`src/rtl/seq_det_pkg.sv`:
```
// Shared limits and helpers for the serial pattern detector.
// Pure constants and functions, with no timing or flow control of their own.
package seq_det_pkg;

  localparam int PAT_LEN_MIN = 2;
  localparam int PAT_LEN_MAX = 16;

  // Largest value a cnt_w-bit counter can hold before it must stick.
  function automatic longint unsigned sat_value(input int cnt_w);
    return (64'd1 << cnt_w) - 64'd1;
  endfunction

endpackage

```
`src/rtl/seq_detector_param_sat_counter.sv`:
```
// Saturating event counter; one cycle from inc to count, sticks at all-ones.
// Always accepts inc; clr beats inc and Reset beats both.
module sat_counter
  import seq_det_pkg::*;
#(
  parameter int CNT_W = 8
) (
  input  logic             Clock,
  input  logic             Reset,
  input  logic             inc,
  input  logic             clr,
  output logic [CNT_W-1:0] count
);

  localparam logic [CNT_W-1:0] CNT_MAX = CNT_W'(sat_value(CNT_W));

  always_ff @(posedge Clock) begin
    if (Reset) begin
      count <= '0;
    end else if (clr) begin
      count <= '0;
    end else if (inc && (count != CNT_MAX)) begin
      count <= count + 1'b1;
    end
  end

endmodule

```
`src/rtl/seq_detector_param.sv`:
```
// Serial pattern detector: y is a zero-latency Mealy flag, match_count is registered (1 cycle).
// No backpressure: a bit is consumed in every cycle with en=1, and en=0 freezes the detector.
module seq_detector_param
  import seq_det_pkg::*;
#(
  parameter int                 PAT_LEN = 4,
  parameter logic [PAT_LEN-1:0] PATTERN = 4'b1011,
  parameter bit                 OVERLAP = 1'b1,
  parameter int                 CNT_W   = 8
) (
  input  logic               Clock,
  input  logic               Reset,
  input  logic               en,
  input  logic               x,
  input  logic               pat_load,
  input  logic [PAT_LEN-1:0] pat_in,
  input  logic               cnt_clr,
  output logic               y,
  output logic [CNT_W-1:0]   match_count
);

  localparam int FILL_W = $clog2(PAT_LEN);
  localparam logic [FILL_W-1:0] FILL_LAST = FILL_W'(PAT_LEN - 1);

  generate
    if (PAT_LEN < PAT_LEN_MIN || PAT_LEN > PAT_LEN_MAX) begin : g_bad_pat_len
      $error("seq_detector_param: PAT_LEN out of range 2..16");
    end
  endgenerate

  logic [PAT_LEN-1:0] pat;
  logic [PAT_LEN-2:0] hist;
  logic [FILL_W-1:0]  fill;
  logic [PAT_LEN-1:0] window;

  assign window = {hist, x};
  assign y = en & ~pat_load & ~Reset & (fill == FILL_LAST) & (window == pat);

  always_ff @(posedge Clock) begin
    if (Reset) begin
      pat  <= PATTERN;
      hist <= '0;
      fill <= '0;
    end else if (pat_load) begin
      pat  <= pat_in;
      hist <= '0;
      fill <= '0;
    end else if (en) begin
      hist <= window[PAT_LEN-2:0];
      // Non-overlapping mode restarts the window so the next hit needs fresh bits.
      if (!OVERLAP && y) begin
        fill <= '0;
      end else if (fill != FILL_LAST) begin
        fill <= fill + 1'b1;
      end
    end
  end

  sat_counter #(
    .CNT_W(CNT_W)
  ) u_match_cnt (
    .Clock(Clock),
    .Reset(Reset),
    .inc  (y),
    .clr  (cnt_clr),
    .count(match_count)
  );

endmodule

```
`config.mk`:
```
export PLATFORM = sky130hd
export DESIGN_NAME = seq_detector_param
export DESIGN_NICKNAME = d
export VERILOG_FILES = /design/src/rtl/seq_det_pkg.sv /design/src/rtl/seq_detector_param_sat_counter.sv /design/src/rtl/seq_detector_param.sv
export SDC_FILE = /design/constraint.sdc
export NUM_CORES = 1
export LEC_CHECK = 0
export ABC_AREA = 0
export CAP_MARGIN = 20
export CORE_MARGIN = 4
export CORE_UTILIZATION = 52
export DETAILED_ROUTE_END_ITERATION = 12
export GPL_TIMING_DRIVEN = 1
export PLACE_DENSITY = 0.82
export RECOVER_POWER = 100
export SLEW_MARGIN = 20
export SYNTH_ARGS = -nofsm -noshare
export SYNTH_HDL_FRONTEND = slang
export SYNTH_HIERARCHICAL = 1
export SYNTH_SLANG_ARGS = --single-unit
```
`constraint.sdc`:
```
create_clock -name Clock -period 4 [get_ports Clock]
set_input_delay 0.6 -clock Clock [delete_from_list [all_inputs] [get_ports Clock]]
set_output_delay 0.6 -clock Clock [all_outputs]
set_load 0.01 [all_outputs]
```
==> results of run 1 <==
[layout make-up]
type,instances,area share
flip-flops and latches,17,0.323
well taps,16,0.0190
repair buffers,18,0.171
clock buffers,3,0.0214
inverters,1,0.00357
multi-input cells,65,0.457
clock inverters,1,0.00476
[tightest hold or removal path, cell delays in order, from the launching register on]
cell and delay (ns):
dfxtp_1 0.34, nand2_1 0.06, mux2i_1 0.05
[through the flow]
stage	instances	setup slack (ns)	cell area (um2)	power, mW	hold slack [ns]
floorplan	87	1.70	860	0.197	0.465
finish	121	0.633	1050	0.295	0.497
detailed placement	117	0.780	1020	0.209	0.492
global route	121	0.486	1050	0.310	0.562
global placement	117	0.823	1020	0.208	0.478
CTS	121	0.776	1050	0.299	0.508
[cells by family (layout without fill, tap and decap cells)]
family | after synthesis | in the layout | synth area share
and+or+nand+nor | 36 | 36 | 0.245
DFF | 17 | 17 | 0.396
AOI/OAI and AO/OA | 13 | 13 | 0.130
muxes | 9 | 9 | 0.105
xor gates and xnor gates | 5 | 5 | 0.0509
buffers and inverters | 5 | 23 | 0.0451
adders and majority gates | 2 | 2 | 0.0291
[power groups by stage]
| stage | registers [mW] | logic, mW | clock network [mW] |
|---|---|---|---|
| 2_1_floorplan | 0.179 | 0.0185 | 0 |
| 3_3_place_gp | 0.180 | 0.0288 | 0 |
| 3_5_place_dp | 0.180 | 0.0293 | 0 |
| 4_1_cts | 0.176 | 0.0298 | 0.0938 |
| 5_1_grt | 0.176 | 0.0321 | 0.101 |
| 6_report | 0.176 | 0.0291 | 0.0907 |
[worst paths after layout]
kind / startpoint / end / slack [ns] / cells after the start
worst max-delay path: Reset / y / 0.63 / 4
worst min-delay path: u_match_cnt/count[1] / u_match_cnt/count[1] / 0.50 / 2
worst max register to register: hist[0] / u_match_cnt/count[5] / 2.02 / 6
worst min register to register: u_match_cnt/count[1] / u_match_cnt/count[1] / 0.50 / 2
[layer usage]
layer / up-vias / routed length [um]
met1: 313 / 744
met4: 0 / 19
met2: 22 / 727
li1: 351 / -
met3: 2 / 78
met5: - / 0
[state kept, by name, indices dropped and copies added (netlist names)]
signal	count
pat	4
fill	2
hist	3
u_match_cnt/count	8
[Yosys cell counts (all sizes together)]
| master | number |
|---|---|
| nor4 | 2 |
| nand4 | 2 |
| a21boi | 3 |
| buf | 4 |
| xor2 | 1 |
| nand3 | 3 |
| and3b | 1 |
| a2111oi | 1 |
| or3 | 3 |
| inv | 1 |
| nor2 | 7 |
| dfxtp | 17 |
| and3 | 3 |
| ha | 2 |
| a211o | 3 |
| or2 | 1 |
| a31oi | 1 |
| a21oi | 4 |
| o21ai | 1 |
| mux2i | 9 |
| nor2b | 4 |
| nand2 | 7 |
| xnor2 | 4 |
| or4 | 1 |
| and4 | 2 |
==> results, run 1 <==
- The flow ran to the end, and the final reports show no timing, DRC or antenna violations.
- The number of global-route vias before repair is ~650.
- The detail route stage leaves a number of antenna-violating nets equal to 0.
- The number of antenna violations at the first check in global routing was 0.
- The final RePlAce weighted congestion is 0.791.
- The combinational share of power is 0.099.
- The final count of hold timing violations was 0.
- The diode insertion count for antenna repair is 0.
- The count of TritonRoute iterations in the first routing pass is 4.
- The placeable core region is 0.00154 mm2.
- Of the total power, registers draw 0.595.
- STA classifies the critical path endpoint as a primary output.
- The mean instance size in the synthesized netlist is 9.88 um2.
- Sorting the synthesized cells by area gives the leading types as dfxtp_1 40%, mux2i_1 10%, xnor2_1 4.1%, a2111oi_4 3.2%, nand2_1 3.1%.
- The path class of the tightest hold or removal check is reg -> reg.
- The floorplan has 14 rows.
- CTS built an H-tree with a depth of 1.
- For the pin with the worst max-slew slack, the measured transition is around 0.45 ns.
- The clock tree buffer depth is 2.
- The fraction of power spent switching nets is 0.234.
- The DRC violation total after the first TritonRoute iteration is 19.
- The total negative slack is 0 ns.
- In this run the worst path has a maximum fanout of 11.
- Among all stages on the critical path, the largest delay is contributed by dlygate4sd3_1.
- In this run the most used layer during global routing was met2.
- Leaving out fill and tap cells, the most frequent cell in the layout is dfxtp_1.
- The floorplan step defined a die boundary enclosing 0.00237 mm2.
- Headroom to the max-slew limit came out at 0.698.
- For this run, the top clock speed supported by timing is approximately 300 MHz.
- During synthesis, Yosys emitted a total of 6 warnings.
- The overall via count from detail_route is just under 700.
- The floorplan step set the die height to ~49 um.
- The share of total power dissipated in the clock network is 0.307.
- The post-route core utilization is 0.683.
- The clock buffer count from CTS is 3.
- The most numerous cell on the critical path is dlygate4sd3_1.
- Setup repair after global routing left no endpoint under its margin.
- The setup-violating endpoint count in the final report is 0.
- The number of nets in the layout is 118.
- The routing usage on met2 is 0.239.
- The largest delay contributor family on the critical path is buffers and inverters.
- Counting I/O delays and the setup requirement, the final critical path takes ~3.4 ns.
- The final clock skew is 0.00347 ns.
- In the final layout, the multi-input gates occupy just under 500 um2.
- After detailed routing, the total wire length is roughly 1600 um.
- For this run, design rule violations remaining after detail routing come to 0.
- The combined area of all synthesized cells is 860 um2.
- After clock tree synthesis, the flow added hold-fix buffers numbering 0.
- The share of the Yosys chip area taken by registers is 0.396.
- The number of maximum-capacitance constraint violations is 0.
- Clock-pin slew was measured on the worst setup and hold paths at around 0.10 ns.
- The number of max-slew violations in the final report is 0.
- Data arrives at the worst endpoint at 2.77 ns.
- In this design, the stage delay of the slowest critical-path cell is approximately 0.69 ns.
- The leakage power of the design is around 0.42 nW.
- The HPWL after detailed placement is 1200 um.
- The number of vias per cell is roughly 5.7.
- The post-synthesis instance total is just under 90.
- The footprint of the flip-flops and latches is approximately 340 um2.
- The peak supply drop is around 0.23 mV.
- The all-layer global routing usage is 0.146.
- In the global route stage, met3 resource usage came out at 0.0368.
- The maximum number of pins on one net before global-route repair is 12.
- Synthesis inferred 17 register bits.
- The switching power summed over all nets is slightly below 0.07 mW.
- The power density of the placed cells is around 280 mW/mm2.
- The routed length per placed instance is around 13 um.
- The startpoint type of the worst setup path is a primary input.
- The type of the worst setup path is in -> out.
- The initial core utilization is 0.558.
- The wire length of the first global-routing pass is between 2000 and 3000 um.
- The number of nets in the synthesized netlist is 99.
- The width of the chip is approximately 50 um.
- The share of layout cells above drive strength 1 is 0.0667.
- For this design the top-level I/O count stands at 19.
- For this run the aggregate overflow at the end of global routing stands at 0.
- For the worst-skew pair, the clock arrives at the later sink with an insertion delay of about 0.29 ns.
- The clock tree from TritonCTS is yes.
- The relative area change from synthesis to final layout is 22.4%.
- Traced cell by cell, the critical path runs through dlygate4sd3_1 > or2_0 > nor4_4 > dlygate4sd3_1.
- The clock sink count is 17.
- In the layout the commonest cells are 17 x dfxtp_1, 11 x dlygate4sd3_1, 9 x mux2i_1.
- The number of buffers and inverters on the critical path is 2.
- The top-area cell type share of the netlist area is 0.396.
- The cell at the root of the clock tree is clkbuf_4.
- Synthesis instantiated 29 different standard cells from the library.
- Dividing the final minimum period by the clock period gives 0.842.
- The cell taking the most area after synthesis is dfxtp_1.
- The post-CTS setup buffer count is 0.
- The post-cts gate resize count is 0.
- For this run, global-route usage on met1 was measured as 0.177.
- Cell internal power was estimated by the tool at roughly 0.23 mW.
- STA puts the critical path data required time at between 3 and 4 ns.
- During placement, the flow inserted port buffers numbering 18.
- Counting the fill cells in the layout gives ~130.
No activity file was read; power rests on OpenSTA's default activity.
==> inputs of run 2 (changes only) <==
- CORE_UTILIZATION: 52 -> 43
- PLACE_DENSITY: 0.82 -> 0.72
- clock period: 4 -> 3 ns (I/O delays scaled with it)
==> run 2 against run 1 <==
Effect of this change: core utilization fell by 9.7 points; critical path depth did not move; sequential cell count did not move; critical path type unchanged; highest routed layer unchanged.
==> results, run 2 (synthesis gave the netlist of run 1 again) <==
- The run finished with clean final reports.
- For the pin with the worst max-slew slack, the measured transition is 0.448 ns.
- The height of the die is between 50 and 60 um.
- The largest registers in the layout are u_match_cnt/count: 8 flops, pat: 4 flops, hist: 3 flops.
- The routed layout has 700 vias.
- The die covers around 0.0028 mm2.
- In the global route stage, overall resource usage came out at 0.140.
- 19 I/O pins were placed.
- The clock latency on the worst-skew pair is between 0.2 and 0.3 ns.
- The peak supply drop is ~0.34 mV.
- After detailed routing, the number of remaining DRC violations is 0.
- Leaving out fill and tap cells, the most frequent cell in the layout is dfxtp_1.
- The startpoint identified for the worst register-to-register timing path is hist[1].
- The analysis attributes to net switching a power of ~0.094 mW.
- The clock-pin transition on the worst setup and hold timing paths is around 0.10 ns.
- Once detail routing completed, the nets flagged for antenna violations numbered 0.
- The largest delay contributor family on the critical path is buffers and inverters.
- Of the cells placed in the final design, the portion with a size suffix greater than 1 is 0.0561.
- Setup repair after global routing left no endpoint under its margin.
- In this run the deepest clock path goes through 2 buffers.
- Setup violations remaining at the end of the flow were counted as 0.
- The share of the clock period used by the worst path after layout is 0.897.
- Data on the critical path is required at its endpoint by between 2 and 3 ns.
- Gates resized during post-CTS repair numbered 0.
- The worst hold slack after final layout is ~0.52 ns.
- The DRC violation total after the first TritonRoute iteration is 7.
- For this design, the sink count on the clock tree is 17.
- In this run the clock root is driven by a clkbuf_4.
- The final RePlAce weighted congestion is 0.746.
- The total negative slack is 0 ns.
- The number of antenna violations at the first check in global routing was 0.
- Fill cells in the final layout number around 180.
- Buffers inserted during clock tree synthesis total 3.
- The number of max-slew violations in the final report is 0.
- In the layout the commonest cells are 17 x dfxtp_1, 10 x dlygate4sd3_1, 9 x mux2i_1.
- The number of maximum-capacitance constraint violations is 0.
- The initial utilization of the core area, before any placement, comes to 0.477.
- In this run the tightest slew margin relative to its limit is 0.700.
- The type of the worst setup path is in -> out.
- The final count of hold timing violations is 0.
- The count of TritonRoute iterations in the first routing pass is 4.
- The wire length of the first global-routing pass is 2840 um.
- The number of global-route vias before repair is ~680.
- In this run the horizontal extent of the chip is between 50 and 60 um.
- The endpoint kind of the worst setup timing path is a primary output.
- Port buffering added 18 buffers.
- The share of total power dissipated in the clock network is 0.313.
- The placeable core region is around 0.0018 mm2.
- The final layout contains routed wiring with a total length of 1700 um.
- TritonCTS built the clock tree.
- Based on the critical path, the design can be clocked at up to between 300 and 400 MHz.
- The number of flip-flops in the largest register is 8.
- The register with the most flip-flops in the final layout is u_match_cnt/count.
- The internal power of the cells totals slightly above 0.3 mW.
- The repair_antennas step left the layout with diodes totalling 0.
- Entering global routing, the biggest net connects 11 pins.
- The biggest fanout along the worst timing path is 6.
- Dividing the detail-routed wire length by the instance count gives between 10 and 15 um.
- In the final design database the tool counted 120 nets.
- The share of total power dissipated in combinational logic is 0.101.
- The power share of the sequential group is 0.587.
- The post-CTS setup buffer count is 0.
- The clock period minus final worst setup slack is about 2.7 ns.
- For this run the aggregate overflow at the end of global routing stands at 0.
- The wire-length estimate of the detail-placed layout is ~1300 um.
- The critical path's slowest cell is dlygate4sd3_1.
- Compared with the post-synthesis result, the final layout area differs by 22.7%.
- The critical path starts at pat_load.
- The number of H-tree branching levels is 1.
- For this design the ratio of total power to cell area is ~380 mW/mm2.
- Summed over all cells, the static leakage comes to about 0.42 nW.
- On the worst path, the slowest cell contributes a delay of 0.66 ns.
- The clock arrives with 0.00617 ns of skew.
- The worst hold path startpoint is u_match_cnt/count[1].
- The post-cts hold buffer count is 0.
- In the routed layout, each cell is associated on average with a via count of 5.30.
- The number of rows created at floorplan is 15.
- The class of the most critical hold timing path is reg -> reg.
- The number of buffers and inverters on the critical path is 2.
- The signal on the critical path passes through clkdlybuf4s50_1 > or2_1 > nor4_4 > dlygate4sd3_1.
- The worst setup path is launched from a primary input.
- For the worst setup path, the data arrival time is 2.24 ns.
- Of the total power, the share spent switching nets is 0.235.
[run 2: final cells by class]
cell class              count  area, um2  area share
inverters                   1       3.75     0.00356
multi-input cells          65        462       0.438
clock buffers               4       26.3      0.0249
well taps                  25       31.3      0.0297
repair buffers             20        191       0.181
flip-flops and latches     17        340       0.323
[run 2: worst min-delay path, stage by stage (launching register included)]
cell     delay [ns]
dfxtp_1        0.34
nand2_1        0.07
mux2i_1        0.06
[run 2: per-stage QoR]
step | util | area (um2) | setup WS [ns] | power [mW] | cells
4_1_cts | 0.598 | 1080 | 0.343 | 0.406 | 132
6_report | 0.585 | 1050 | 0.308 | 0.399 | 132
2_1_floorplan | - | 860 | 0.854 | 0.263 | 87
3_5_place_dp | 0.583 | 1050 | 0.344 | 0.282 | 128
5_1_grt | 0.585 | 1050 | 0.192 | 0.418 | 132
3_3_place_gp | 0.583 | 1050 | 0.366 | 0.280 | 128
[run 2: path summary, 6_finish.rpt]
kind / endpoint / cells after the start / slack, ns
hold reg to reg: u_match_cnt/count[1] / 2 / 0.52
setup / recovery: y / 4 / 0.31
hold / removal: u_match_cnt/count[1] / 2 / 0.52
setup reg to reg: u_match_cnt/count[5] / 6 / 1.02
[run 2: routing by layer]
metal	part of all wire	vias up	track usage	routed length [um]
li1	-	355	-	-
met1	0.42	325	0.141	704
met2	0.51	18	0.264	873
met3	0.060	2	0.0513	101
met4	0.0094	0	0.0383	16
met5	0	-	0	0
[run 2: power groups by stage]
stage	Combinational, mW	Sequential (mW)	Clock [mW]
finish	0.0401	0.234	0.125
floorplan	0.0247	0.239	0
global placement	0.0411	0.239	0
detailed placement	0.0420	0.240	0
CTS	0.0421	0.234	0.130
global route	0.0444	0.235	0.139
